<file path="src/rtl/fwd_pkg.sv">
// Shared types for the ID-stage forwarding / hazard unit: result-source
// encoding, the per-stage destination tag and the ready-stage lookup.
package fwd_pkg;

    // Tag rd field is sized for the widest supported register file (RV32I);
    // narrower indices (RV32E) are zero-extended into it.
    localparam int TAG_RD_W = 5;

    localparam logic [TAG_RD_W-1:0] REG_ZERO = 5'd0;

    typedef enum logic [1:0] {
        SRC_ALU = 2'd0,
        SRC_MEM = 2'd1,
        SRC_PC4 = 2'd2
    } rd_src_e;

    typedef struct packed {
        logic                valid;
        logic                we;
        logic [TAG_RD_W-1:0] rd;
        rd_src_e             src;
    } fwd_tag_t;

    // First stage index at which a producer of the given source has its result.
    function automatic int unsigned ready_stage(input rd_src_e src,
                                                input int unsigned mem_ready_stage);
        int unsigned stage;
        case (src)
            SRC_ALU: stage = 32'd0;
            SRC_PC4: stage = 32'd0;
            SRC_MEM: stage = mem_ready_stage;
            default: stage = 32'd0;
        endcase
        return stage;
    endfunction

endpackage

</file>
<file path="src/rtl/fwd_port_select.sv">
// Per-read-port forwarding selector: finds the youngest tracked stage that
// writes the requested register, checks whether its result is available yet,
// and muxes either that stage's result or the regfile data.
module fwd_port_select
    import fwd_pkg::*;
#(
    parameter int XLEN            = 32,
    parameter int NUM_STAGES      = 4,
    parameter int MEM_READY_STAGE = 2
) (
    input  fwd_tag_t                         i_tags [NUM_STAGES],
    input  logic [TAG_RD_W-1:0]              i_rs,
    input  logic                             i_rs_used,
    input  logic [XLEN-1:0]                  i_rf_data,
    input  logic [NUM_STAGES-1:0][XLEN-1:0]  i_stage_result,
    output logic [XLEN-1:0]                  o_rs_data,
    output logic                             o_fwd,
    output logic                             o_unready
);

    localparam int SEL_W = (NUM_STAGES > 1) ? $clog2(NUM_STAGES) : 1;

    logic [NUM_STAGES-1:0] w_match;
    logic [SEL_W-1:0]      w_sel;
    logic                  w_hit;
    logic                  w_ready;

    // Priority search: scanning oldest to youngest lets the youngest match win.
    always_comb begin
        w_match = '0;
        w_sel   = '0;
        for (int k = 0; k < NUM_STAGES; k++) begin
            w_match[k] = i_tags[k].valid & i_tags[k].we & (i_tags[k].rd == i_rs) &
                         (i_rs != REG_ZERO) & i_rs_used;
        end
        for (int k = NUM_STAGES - 1; k >= 0; k--) begin
            w_sel = w_match[k] ? SEL_W'(k) : w_sel;
        end
        w_hit   = |w_match;
        w_ready = (32'(w_sel) >= ready_stage(i_tags[w_sel].src, 32'(MEM_READY_STAGE)));
    end

    // Operand mux: forward a ready winner, otherwise fall back to the regfile.
    always_comb begin
        o_rs_data = i_rf_data;
        o_fwd     = 1'b0;
        o_unready = 1'b0;
        if (w_hit && w_ready) begin
            o_rs_data = i_stage_result[w_sel];
            o_fwd     = 1'b1;
        end else if (w_hit) begin
            o_unready = 1'b1;
        end else begin
            o_fwd     = 1'b0;
        end
    end

endmodule

</file>
<file path="src/rtl/fwd_hazard_unit.sv">
// ID-stage forwarding and load-use hazard unit. Tracks one destination tag per
// stage from EX to WB, forwards the youngest ready producer per read port and
// raises stall_id when a producer's result is not yet available.
// Optional build macro FWD_HAZARD_PERF_CNT_EN adds stall/forward counters.
module fwd_hazard_unit
    import fwd_pkg::*;
#(
    parameter int XLEN            = 32,
    parameter int REG_ADDR_W      = 4,
    parameter int NUM_STAGES      = 4,
    parameter int NUM_RD_PORTS    = 2,
    parameter int MEM_READY_STAGE = 2
) (
    input  logic                                clk,
    input  logic                                rst_n,
    input  logic                                id_valid,
    input  logic [NUM_RD_PORTS-1:0][REG_ADDR_W-1:0] id_rs,
    input  logic [NUM_RD_PORTS-1:0]             id_rs_used,
    input  logic [REG_ADDR_W-1:0]               id_rd,
    input  logic                                id_we,
    input  rd_src_e                             id_rd_src,
    input  logic [NUM_RD_PORTS-1:0][XLEN-1:0]   regfile_rs_data,
    input  logic [NUM_STAGES-1:0][XLEN-1:0]     stage_result,
    input  logic                                hold,
    input  logic                                flush,
    output logic [NUM_RD_PORTS-1:0][XLEN-1:0]   rs_data_id,
    output logic [NUM_RD_PORTS-1:0]             rs_forwarded,
`ifdef FWD_HAZARD_PERF_CNT_EN
    output logic [31:0]                         perf_stall_cycles,
    output logic [31:0]                         perf_fwd_count,
`endif
    output logic                                stall_id
);

    fwd_tag_t                  r_tags [NUM_STAGES];
    fwd_tag_t                  w_id_tag;
    logic [NUM_RD_PORTS-1:0]   w_unready;
    logic                      w_advance;

    assign w_id_tag  = '{valid: 1'b1, we: id_we, rd: TAG_RD_W'(id_rd), src: id_rd_src};
    assign stall_id  = id_valid & ~flush & (|w_unready);
    assign w_advance = id_valid & ~stall_id & ~flush;

    for (genvar p = 0; p < NUM_RD_PORTS; p++) begin : g_port
        fwd_port_select #(
            .XLEN            (XLEN),
            .NUM_STAGES      (NUM_STAGES),
            .MEM_READY_STAGE (MEM_READY_STAGE)
        ) u_sel (
            .i_tags         (r_tags),
            .i_rs           (TAG_RD_W'(id_rs[p])),
            .i_rs_used      (id_rs_used[p]),
            .i_rf_data      (regfile_rs_data[p]),
            .i_stage_result (stage_result),
            .o_rs_data      (rs_data_id[p]),
            .o_fwd          (rs_forwarded[p]),
            .o_unready      (w_unready[p])
        );
    end

    // EX tag: capture an advancing ID instruction, bubble otherwise; flush wins over hold.
    always_ff @(posedge clk or negedge rst_n) begin
        if (!rst_n) begin
            r_tags[0] <= '0;
        end else if (flush) begin
            r_tags[0] <= '0;
        end else if (!hold) begin
            r_tags[0] <= w_advance ? w_id_tag : fwd_tag_t'('0);
        end else begin
            r_tags[0] <= r_tags[0];
        end
    end

    // Older tags shift one stage per cycle unless the back end is frozen.
    always_ff @(posedge clk or negedge rst_n) begin
        if (!rst_n) begin
            for (int k = 1; k < NUM_STAGES; k++) r_tags[k] <= '0;
        end else if (!hold) begin
            for (int k = 1; k < NUM_STAGES; k++) r_tags[k] <= r_tags[k-1];
        end else begin
            for (int k = 1; k < NUM_STAGES; k++) r_tags[k] <= r_tags[k];
        end
    end

`ifdef FWD_HAZARD_PERF_CNT_EN
    logic [31:0] r_perf_stall_cycles;
    logic [31:0] r_perf_fwd_count;
    logic [31:0] w_fwd_ports;

    // Count forwarded operands for the current ID instruction.
    always_comb begin
        w_fwd_ports = 32'd0;
        for (int p = 0; p < NUM_RD_PORTS; p++) begin
            w_fwd_ports = w_fwd_ports + 32'(rs_forwarded[p]);
        end
    end

    // Free-running wrap-around counters for stall cycles and forwarded operands.
    always_ff @(posedge clk or negedge rst_n) begin
        if (!rst_n) begin
            r_perf_stall_cycles <= 32'd0;
            r_perf_fwd_count    <= 32'd0;
        end else begin
            r_perf_stall_cycles <= r_perf_stall_cycles + 32'(stall_id & ~hold);
            r_perf_fwd_count    <= (w_advance & ~hold) ? (r_perf_fwd_count + w_fwd_ports)
                                                       : r_perf_fwd_count;
        end
    end

    assign perf_stall_cycles = r_perf_stall_cycles;
    assign perf_fwd_count    = r_perf_fwd_count;
`endif

endmodule

</file>
<file path="config.mk">
export PLATFORM = sky130hd
export DESIGN_NAME = fwd_hazard_unit
export DESIGN_NICKNAME = d
export VERILOG_FILES = /design/src/rtl/fwd_pkg.sv /design/src/rtl/fwd_port_select.sv /design/src/rtl/fwd_hazard_unit.sv
export SDC_FILE = /design/constraint.sdc
export NUM_CORES = 1
export LEC_CHECK = 0
export BUFFER_PORTS_ARGS = -buffer_cell sky130_fd_sc_hd__buf_2
export CORE_AREA = 2 2 109 111
export CTS_CLUSTER_SIZE = 16
export DETAILED_ROUTE_END_ITERATION = 7
export DIE_AREA = 0 0 111 113
export PLACE_DENSITY = 0.85
export SKIP_CTS_REPAIR_TIMING = 1
export SLEW_MARGIN = 5
export SYNTH_ARGS = -nofsm -noshare
export SYNTH_HDL_FRONTEND = slang
export SYNTH_SLANG_ARGS = --single-unit
</file>
<file path="constraint.sdc">
create_clock -name clk -period 14.8 [get_ports clk]
set_input_delay 2.96 -clock clk [delete_from_list [all_inputs] [get_ports clk]]
set_output_delay 2.96 -clock clk [all_outputs]
set_load 0.005 [all_outputs]
</file>
==> results.md <==
- Biggest regs: r_tags x32
- RSZ-0062 raised after global routing: false
- Tightest Pin Transition: about 1200 ps
- Ports: 281
- Max FFs per register: 32
- PortBufs: 280
- Layout cells sized above 1: 50.2%
- Ranking of synthesized cells by area: dfrtp_1 (18%), mux2i_1 (14%), a22oi_1 (11%)
- Post-route setup slack: approximately 4500 ps
- Post-DR vias/cell: 5.75
- F_max: between 90 and 100 MHz
- Clk sink count: 32
- Routed len/inst: about 19 um
- LEAKAGE: 0.00342 uW
- CTS tree: done
- Worst reg2reg setup slack: approximately 11000 ps
- CP max FO: 33
- Crit end category: output pin
- Htree depth: 2
- Multi-input gate area: 3410 um^2
- Starting Density: 40.0%
- Fin crit share: roughly 70%
- Arrival @ worst endpoint: around 7300 ps
- Drc violations: 0
- Largest net degree at the start of global routing: 34
- WL final: roughly 16000 um
- R2r endpoint: r_tags[30]
- Post-synth EDFFs: 0
- Prevailing post-synth register cell: dfrtp_1
- Die H: 113 um
- Die width: about 110 um
- Cell taking the most area after synthesis: dfrtp_1
- Number of global-route vias before repair: around 5000
- Power per cell area: 48.1 nW/um^2
- Hold path endpoint: r_tags[8]
- CP most frequent cell: buf_2
- P&R area growth vs syn: 33.1%
- Syn Nets: approximately 700
- Worst r2r path cells: 12
- CP Launch Type: input port
- Iteration-0 DRC Markers: roughly 480
- Sequential cell area: approximately 800 um^2
- Yosys cell types: around 50
- Mapped Cells: 477
- Pre-antenna DRT Iters: 6
- Worst-Skew Late Latency: 270 ps
- Via count of the routed design: around 5000
- Max incr delay on CP: between 900 and 1000 ps
- Clk buf depth: 2
- Final GP Congestion: approximately 1.0
- Post-layout util: 53.2%
- Slew HR: about a fifth
- Final setup fails: 0
- Clk_skew: 5.55 ps
- Top cell type's share of synthesized area: ~18%
- Async S/R FF share, synth: 100%
- CP Cell Sequence: buf_2, xor2_1, or4_4, or2_1, a21o_1, nand2b_1, o211ai_1, ha_1, inv_1, nor2_1, a221oi_4, a21o_2, mux2_2, buf_2
- HP Class: flop to flop
- Most frequent cell after synthesis: a22oi_1
- GRT Util Overall: between 20% and 30%
- ANT nets after route: 0
- # diodes: 0
- CP max stage cell: a21o_2
- Nets@finish: approximately 940
- FF+latch count, synth: 32
- Yosys warns: 0
- Final worst path period need: about 10000 ps
- WHS Path Cells: 1
- Fin. Hold Viols: 0
- Max Slew Vio Count: 0
- Post-DP HPWL: 12200 um
- Worst r2r src: r_tags[30]
- Setup TNS: 0 ps
- Hold Startpoint: r_tags[8]
- First-pass GRT wire length: about 25000 um
- Max-cap violations: 0
- Max VDD drop: about 0.00014 V
- Std cell rows: 39
- Core Footprint: between 10000 and 15000 um^2
- CP required: between 10000 and 15000 ps
- Grt total ovfl: 0
- CTS buffer count: 5
- Clock Tree Root: clkbuf_16
- Syn Area/Cell: around 9.5 um^2
- Pre-CTS WS: ~4500 ps
- Clock transition at path regs: around 50 ps
- Seq/Total Area, Yosys: between 10% and 20%
- Biggest register: r_tags
- Layout fillers: roughly 1000
- Area of the die: ~13000 um^2
- Post-synth top cells: a22oi_1 (66), mux2i_1 (65), o21ai_0 (35)
- Setup CP Type: input port to output pin
- Antenna violations before repair: 0
- Status: finished, final reports clean
- Synth Cell Area: ~4500 um^2
-- area by class of cell --
| cell class | instances | share of cell area, % |
|---|---|---|
| clock buffers | 6 | 2.15 |
| repair buffers | 287 | 24.2 |
| multi-input cells | 392 | 56.9 |
| flip-flops and latches | 32 | 13.3 |
| well taps | 143 | 2.98 |
| inverters | 5 | 0.313 |
| clock inverters | 1 | 0.0834 |
-- stage by stage --
step | instances | power, uW | area, um^2 | hold slack [ps]
finish | 866 | 288 | 6000 | 507
CTS | 866 | 290 | 6000 | 506
global route | 866 | 305 | 6000 | 521
floorplan | 477 | 147 | 4510 | 468
global placement | 859 | 194 | 5870 | 481
detailed placement | 859 | 197 | 5870 | 491
-- layout by cell type, fill, tap and decap left out, drive strengths merged --
cell	count
xnor2	11
mux2	88
nor3	9
nand2b	7
nand4	1
and2	1
clkbuf	6
ha	2
a311o	1
or3b	1
nor2b	1
nand3b	2
nor3b	1
inv	5
nand3	4
or4	2
o21bai	1
nor2	4
a22oi	66
or2	2
a221oi	2
o31ai	1
o41a	1
a22o	7
dfrtp	32
clkinv	1
a21oi	3
buf	287
xor2	21
a21o	3
o21ai	68
nor4	1
o211ai	1
and3	1
a31oi	1
nand2	11
o41ai	2
mux2i	65
-- worst max-delay path by stage --
stage / endpoint / start / slack [ps] / cells after the start
4_1_cts: rs_data_id[32] / id_rs[5] / 4470 / 14
6_report: rs_data_id[32] / id_rs[5] / 4500 / 14
3_3_place_gp: rs_data_id[63] / id_rs[5] / 4600 / 14
2_1_floorplan: rs_data_id[34] / id_rs[4] / 5530 / 16
5_1_grt: rs_data_id[32] / id_rs[6] / 4130 / 14
3_5_place_dp: rs_data_id[32] / id_rs[5] / 4480 / 14
-- metal layers --
layer	GRT usage (%)	up-vias	routed length (um)
li1	-	2313	-
met4	6.83	0	222
met1	30.0	2351	6490
met5	0	-	0
met2	44.7	296	8300
met3	2.95	23	1230
-- power by group --
group          leakage, uW  switching, uW  internal [uW]
clock            0.0000667           31.4           60.7
sequential        0.000435           6.07           93.3
combinational      0.00292           41.5           55.6
total              0.00342           78.9            210
-- worst max-delay path: cells and delay by family --
kind	cells	cell delay (ps)
adders and majority gates	1	260
and+or+nand+nor	4	1340
AOI/OAI and AO/OA	4	1770
xor gates and xnor gates	1	170
muxes	1	430
buffers and inverters	3	350
-- logic make-up (layout without fill, tap and decap cells) --
kind of cell | after synthesis | after routing | synth area share, %
multiplexers | 153 | 153 | 38.8
flip-flops | 32 | 32 | 17.8
AND/OR/NAND/NOR | 48 | 48 | 5.91
AO/OA/AOI/OAI | 157 | 157 | 23.8
buffers and inverters | 53 | 299 | 6.94
XOR/XNOR | 32 | 32 | 6.22
adder cells (fa/ha/maj) | 2 | 2 | 0.555
(Power assumes the default switching activity.)
